### src/rtl/serial_addsub_pkg.sv
// serial_addsub_pkg: shared state encodings and mode constants
package serial_addsub_pkg;
  typedef enum logic [1:0] {IDLE = 2'd0, RUN = 2'd1, DONE = 2'd2} state_t;
  localparam logic MODE_ADD = 1'b0;
  localparam logic MODE_SUB = 1'b1;
endpackage

### src/rtl/fulladd.sv
// fulladd: single-bit full-adder cell
module fulladd (
  input  logic a,
  input  logic b,
  input  logic ci,
  output logic s,
  output logic co
);
  assign s  = a ^ b ^ ci;
  assign co = (a & b) | (ci & (a ^ b));
endmodule

### src/rtl/serial_addsub_digit.sv
// digit_addsub: DIGIT-wide ripple of fulladd cells, exposing carry into the top cell
module digit_addsub #(
  parameter int DIGIT = 1
) (
  input  logic [DIGIT-1:0] a,
  input  logic [DIGIT-1:0] b,
  input  logic             ci,
  output logic [DIGIT-1:0] s,
  output logic             co,
  output logic             ctop
);
  logic [DIGIT:0] c;
  assign c[0] = ci;
  for (genvar i = 0; i < DIGIT; i++) begin : g_fa
    fulladd u_fa (.a(a[i]), .b(b[i]), .ci(c[i]), .s(s[i]), .co(c[i+1]));
  end
  assign co   = c[DIGIT];
  assign ctop = c[DIGIT-1];
endmodule

### src/rtl/serial_addsub.sv
// serial_addsub: digit-serial adder/subtracter with carry, overflow and zero flags
module serial_addsub
  import serial_addsub_pkg::*;
#(
  parameter int WIDTH = 8,
  parameter int DIGIT = 1
) (
  input  logic             clk,
  input  logic             rst,
  input  logic             start,
  input  logic             mode,
  input  logic [WIDTH-1:0] a,
  input  logic [WIDTH-1:0] b,
  output logic             busy,
  output logic             done,
  output logic [WIDTH-1:0] result,
  output logic             c_out,
  output logic             ovf,
  output logic             zero
);
  localparam int N  = WIDTH / DIGIT;
  localparam int CW = N > 1 ? $clog2(N) : 1;
  state_t             state;
  logic [WIDTH-1:0]   opa, opb;
  logic               carry;
  logic [CW-1:0]      cnt;
  logic [DIGIT-1:0]   sum;
  logic               co, ctop, last;
  logic [WIDTH+DIGIT-1:0] cat;
  logic [WIDTH-1:0]   res_next;
  digit_addsub #(.DIGIT(DIGIT)) u_dig (
    .a(opa[DIGIT-1:0]), .b(opb[DIGIT-1:0]), .ci(carry),
    .s(sum), .co(co), .ctop(ctop)
  );
  // new sum digit enters from the MSB end so the LSB digit ends up at bit 0
  assign cat      = {sum, result};
  assign res_next = cat[WIDTH+DIGIT-1:DIGIT];
  assign last     = cnt == CW'(N - 1);
  // FSM, operand shifting and flag capture with registered outputs
  always_ff @(posedge clk) begin
    if (rst) begin
      state  <= IDLE;
      opa    <= '0;
      opb    <= '0;
      carry  <= 1'b0;
      cnt    <= '0;
      busy   <= 1'b0;
      done   <= 1'b0;
      result <= '0;
      c_out  <= 1'b0;
      ovf    <= 1'b0;
      zero   <= 1'b0;
    end else if (state != RUN) begin
      done <= 1'b0;
      if (start) begin
        opa    <= a;
        opb    <= b ^ {WIDTH{mode}};
        carry  <= mode == MODE_SUB;
        cnt    <= '0;
        result <= '0;
        c_out  <= 1'b0;
        ovf    <= 1'b0;
        zero   <= 1'b0;
        busy   <= 1'b1;
        state  <= RUN;
      end else begin
        state <= IDLE;
      end
    end else begin
      opa    <= opa >> DIGIT;
      opb    <= opb >> DIGIT;
      result <= res_next;
      carry  <= co;
      cnt    <= cnt + CW'(1);
      if (last) begin
        c_out <= co;
        ovf   <= ctop ^ co;
        zero  <= res_next == '0;
        busy  <= 1'b0;
        done  <= 1'b1;
        state <= DONE;
      end
    end
  end
endmodule

### config.mk
export PLATFORM = sky130hd
export DESIGN_NAME = serial_addsub
export DESIGN_NICKNAME = d
export VERILOG_FILES = /design/src/rtl/serial_addsub_pkg.sv /design/src/rtl/fulladd.sv /design/src/rtl/serial_addsub_digit.sv /design/src/rtl/serial_addsub.sv
export SDC_FILE = /design/constraint.sdc
export NUM_CORES = 1
export LEC_CHECK = 0
export ABC_AREA = 1
export BUFFER_PORTS_ARGS = -buffer_cell sky130_fd_sc_hd__buf_2
export CORE_UTILIZATION = 40
export CTS_CLUSTER_SIZE = 40
export DETAILED_ROUTE_END_ITERATION = 10
export GPL_TIMING_DRIVEN = 0
export PLACE_DENSITY = 0.66
export SYNTH_ARGS = -nofsm -noshare
export SYNTH_HDL_FRONTEND = slang
export SYNTH_SLANG_ARGS = --single-unit
### constraint.sdc
create_clock -name clk -period 1.4 [get_ports clk]
set_input_delay 0.14 -clock clk [delete_from_list [all_inputs] [get_ports clk]]
set_output_delay 0.14 -clock clk [all_outputs]
set_load 0.01 [all_outputs]
# Word-level counts from Yosys, hierarchy flattened

Index checks and enable logic that the tools add are counted.

Flip-flop bits (word level): 35
Bits of input ports: 20
Output and inout bits: 13
Word-level logic and storage cells: 53

Add/subtract/negate cells: 1
Equality and inequality tests: 3
Mux-type cells: 23
Bitwise gates (word level): 8
Reductions and logical operators: 5

Operators by type and width:

| cell                | count |
|---|---|
| $mux 7              | 4 |
| $mux 8              | 2 |
| $mux 1              | 13 |
| $logic_not 8->1     | 1 |
| $xor 8x8->8         | 1 |
| $mux 3              | 2 |
| $mux 2              | 2 |
| $reduce_or 2->1     | 2 |
| $add 3x1->3 const B | 1 |
| $eq 3x3->1 const B  | 1 |
| $xor 1x1->1         | 3 |
| $and 1x1->1         | 2 |
| $ne 2x1->1 const B  | 1 |
| $ne 2x2->1 const B  | 1 |
| $reduce_and 2->1    | 1 |
| $reduce_bool 2->1   | 1 |
| $not 1->1           | 1 |
| $or 1x1->1          | 1 |

# Longest topological paths before layout

Depth in word-level cells: 6
Depth in mapped cells: 7
Mapped depth without buffers: 7

# Cells and area by module

From an unflattened synthesis, not the netlist that was laid out.

Cells, all modules: 218
Area total of the unflattened synthesis: 1,620.3 µm²

Modules (own cells, without submodules):

| module        | times used | cells an instance | area each (µm²) | sequential area each (µm²) |
|---|---|---|---|---|
| serial_addsub | 1          | 216               | 1,592.8         | 700.7 |
| fulladd       | 1          | 1                 | 20.0            | 0.0 |
| digit_addsub  | 1          | 1                 | 7.5             | 0.0 |

# Worst setup path after synthesis

No wires, ideal clock.

Path type: register -> register
Start: register carry
End: register zero
Setup time: 70 ps
Arrival time: 1,113 ps
Required time: 1,330 ps
Slack: 217 ps
Cell stages (with the launch flop): 7
Path buffers: 0
Clock period less this slack: 1,183 ps
Path through: dfxtp_1 > fa_1 > inv_1 > nand2_1 > nor2_1 > nand2_1 > a21oi_1

Longest elaborated chain between the ends: 4

Ends and longest elaborated chain:

| element                | line                | source |
|---|---|---|
| start, declared        | serial_addsub.sv:25 | `logic carry;` |
| start signal, assigned | serial_addsub.sv:73 | `carry <= co;` |
| $xor 1x1->1            | fulladd.sv:9        | `assign s = a ^ b ^ ci;` |
| $logic_not 8->1        | serial_addsub.sv:78 | `zero <= res_next == '0;` |
| $mux 1                 | serial_addsub.sv:75 | `if (last) begin` |
| $mux 1                 | serial_addsub.sv:53 | `end else if (state != RUN) begin` |
| end signal, assigned   | serial_addsub.sv:52 | `zero <= 1'b0;` |
| end signal, assigned   | serial_addsub.sv:63 | `zero <= 1'b0;` |
| end signal, assigned   | serial_addsub.sv:78 |  |
| end, declared          | serial_addsub.sv:19 | `output logic zero` |

Every way passes these cells. The select of a mux whose other input is x is not followed.
A chain may end at the register's enable or synchronous reset.

# Worst setup path in the final report

Ends and elaborated chain as after synthesis.

==> impl_metrics.py <==
metrics = {
    "worst_setup_path": {
        "cp_max_fo": 3,
        "slowest_stage": "fa_1",
        "worst_setup_path_start_kind": "flip-flop",
        "path_class": "reg -> reg",
        "worst_path_largest_cell_delay_ns": 0.48,
        "crit_top_cell": "nand2_1",
        "crit_path_end_kind": "flip-flop",
        "crit_path_cell_trace": "fa_1 > inv_1 > nand2_1 > nor2_1 > nand2_1 > a21oi_1",
        "r2r_slack_ns": 0.14,
        "critPathArrivalTime_ns": 1.49,
        "critical_path_required_ns": 1.63,
    },
    "placement": {
        "dpl.hpwl_mm": 2.443,
        "gp_congestion": 0.7242,
        "port_buffers": 30,
    },
    "detailed_routing": {
        "routed_wl_mm": 3.430,
        "drc": 0,
        "ant_nets": 0,
        "vias_per_cell": 4.931,
        "dr.first_iter.drc_count": 98,
        "vias": 1499,
        "post_drt_wl_per_cell_um": 11.28,
        "dr.pass1.iters": 4,
    },
    "floorplanning": {
        "fp-row-count": 22,
        "fp.dieH_um": 64.91,
        "die_area_mm2": 0.004213,
        "core_area_mm2": 0.003716,
        "io_pins": 33,
        "initial_core_util_pct": 42.59,
        "die_x_um": 64.91,
    },
    "cells_and_area": {
        "seq_area_um2": 700.7,
        "drive_gt1_share_pct": 20.70,
        "multi_input_area_um2": 782.0,
        "syn_to_final_growth_pct": 20.71,
        "num_antenna_cells": 0,
        "nNetsFinal": 278,
        "fillCellCount": 391,
    },
    "logic_synthesis": {
        "netlist_instances": 218,
        "yosys.area.top_type_share_pct": 44.27,
        "synth_area_leaders": "dfxtp_1, nand2_1, nand3_1, nor2_1, xnor2_1",
        "syn_area_per_cell_um2": 7.260,
        "yosys_register_bits": 35,
        "synth_area_mm2": 0.001583,
        "synth_edf_count": 0,
        "syn-num-nets": 241,
        "synth_cell_types": 22,
        "async_flop_share_pct": 0,
        "ys_seq_area_share_pct": 44.27,
        "synth.largest_area_cell": "dfxtp_1",
        "synth.most_common_cell": "nand2_1",
        "yosysWarnings": 0,
        "ys_dominant_reg_cell": "dfxtp_1",
        "ys_top_cells_by_count": "nand2_1, dfxtp_1, nand3_1, nor2_1, inv_1",
    },
    "flow_run": {
        "max_cap_violations": 0,
    },
    "clock_network": {
        "cts_buffers": 5,
        "ctsHoldBuffers": 0,
        "clock_sinks": 35,
        "clock_latency_ns": 0.29,
        "clk_pin_slew_worst_paths_ns": 0.07,
        "cts_tree": "built",
        "cts_max_path_buffers": 2,
        "clock_tree.root_cell": "clkbuf_8",
        "h-tree-depth": 2,
    },
    "power_and_ir_drop": {
        "intPower_w": 0.001589,
        "p_seq_share_pct": 50.2,
        "power_frac_comb_pct": 12.1,
        "p_clk_share_pct": 37.7,
        "p_leak_nw": 0.9227,
        "max-vdd-ir-drop_mv": 0.5598,
        "power-per-cell-area_mw_per_mm2": 1111,
        "total_power_w": 0.002122,
        "swShare_pct": 25.10,
        "p_switching_w": 0.0005326,
    },
    "timing": {
        "finalCriticalPeriod_ns": 1.260,
        "period_share_pct": 90.03,
        "drv_slew": 0,
        "setup_viol": 0,
        "fin_skew_ns": 0.007381,
        "fmax_mhz": 793.4,
        "tightestPinTransition_ns": 0.4420,
        "grt_setup_unrepaired": "no",
        "hold_violations": 0,
        "relSlewSlack_pct": 70.53,
        "fin_tns_setup_ns": 0,
    },
    "grt": {
        "grt_max_degree": 11,
        "use_met3_pct": 4.930,
        "track_usage_pct": 18.75,
        "grt_overflow": 0,
        "antenna_found_initial": 0,
        "grt_pass1_vias": 1308,
        "gr-usage-met2_pct": 29.04,
        "grt_pass1_wl_mm": 5.940,
        "top_usage_layer": "met2",
        "use_met1_pct": 23.20,
    },
    "min_path": {
        "hold_path_class": "in -> reg",
    },
    "status": {
        "outcome": "completed",
    },
}
cells by family (layout without fill, tap and decap cells):
| family | after synthesis | count (layout) | share of synthesized area [%] |
|---|---|---|---|
| and+or+nand+nor | 127 | 127 | 34.15 |
| xor gates and xnor gates | 9 | 9 | 4.981 |
| AOI/OAI and AO/OA | 18 | 18 | 6.324 |
| buffers and inverters | 26 | 64 | 7.429 |
| adders and majority gates | 3 | 3 | 2.846 |
| DFF | 35 | 35 | 44.27 |
state kept, by name, summed over array words and instances, names as in the netlist:
| name | count |
|---|---|
| c_out | 1 |
| busy | 1 |
| ovf | 1 |
| carry | 1 |
| cnt | 3 |
| zero | 1 |
| opb | 8 |
| result | 8 |
| state | 2 |
| opa | 8 |
| done | 1 |
metal layers:
metal,vias to the layer above,part of all wire [%]
li1,769,-
met1,678,49
met2,46,44
met3,6,5.6
met4,0,1.5
met5,-,0
timing repair:
action | CTS | global route
setup endpoints to repair | 0 | 8
buffers inserted | 0 | 0
gates resized for setup | 0 | 4
final timing paths:
path / start / to / cells after the start
setup / recovery: carry / zero / 6
hold / removal: a[7] / opa[7] / 3
setup reg to reg: carry / zero / 6
hold reg to reg: opa[3] / opa[2] / 2
cells in the final DEF (no fill, tap or decap), drive strengths merged:
cell     n
fa       1
o31ai    2
inv     16
nand2   57
buf     37
clkbuf  10
a211oi   1
dfxtp   35
xnor2    8
clkinv   1
a21oi    5
nand3   35
o21ai    9
ha       2
o211ai   1
xor2     1
nor2    35
power by group through the flow:
| stage | Combinational (W) | Clock [W] | Sequential [W] |
|---|---|---|---|
| 6_report | 0.000257 | 0.000800 | 0.00106 |
| 3_5_place_dp | 0.000260 | 0 | 0.00109 |
| 5_1_grt | 0.000294 | 0.000866 | 0.00107 |
| 4_1_cts | 0.000260 | 0.000816 | 0.00106 |
| 3_3_place_gp | 0.000254 | 0 | 0.00109 |
| 2_1_floorplan | 0.000181 | 0 | 0.00108 |
per-stage QoR:
stage               hold WS, ns  std cells  utilization [%]  setup slack, ns  instance area, µm²
floorplan                0.2846        218                -           0.2170                1583
global placement         0.4081        296            48.25          0.05255                1793
detailed placement       0.4072        296            48.25          0.02399                1793
CTS                     0.09957        304            50.94         0.009644                1893
global route             0.1232        304            51.41         0.003730                1911
finish                   0.1043        304            51.41           0.1396                1911
final cells by class:
type	instances	share of cell area, %
well taps	48	3.143
plain buffers	9	2.816
inverters	17	3.340
flip-flops and latches	35	36.67
clock buffers	8	5.239
multi-input cells	157	40.93
repair buffers	30	7.859
worst max-delay path: cells and delay by family, from the launching register on:
family / cells / cell delay, ns
AOI/OAI and AO/OA: 1 / 0.10
and+or+nand+nor: 3 / 0.19
buffers and inverters: 1 / 0.08
adders and majority gates: 1 / 0.48
DFF: 1 / 0.35
Power figures use the tool's default switching activity.
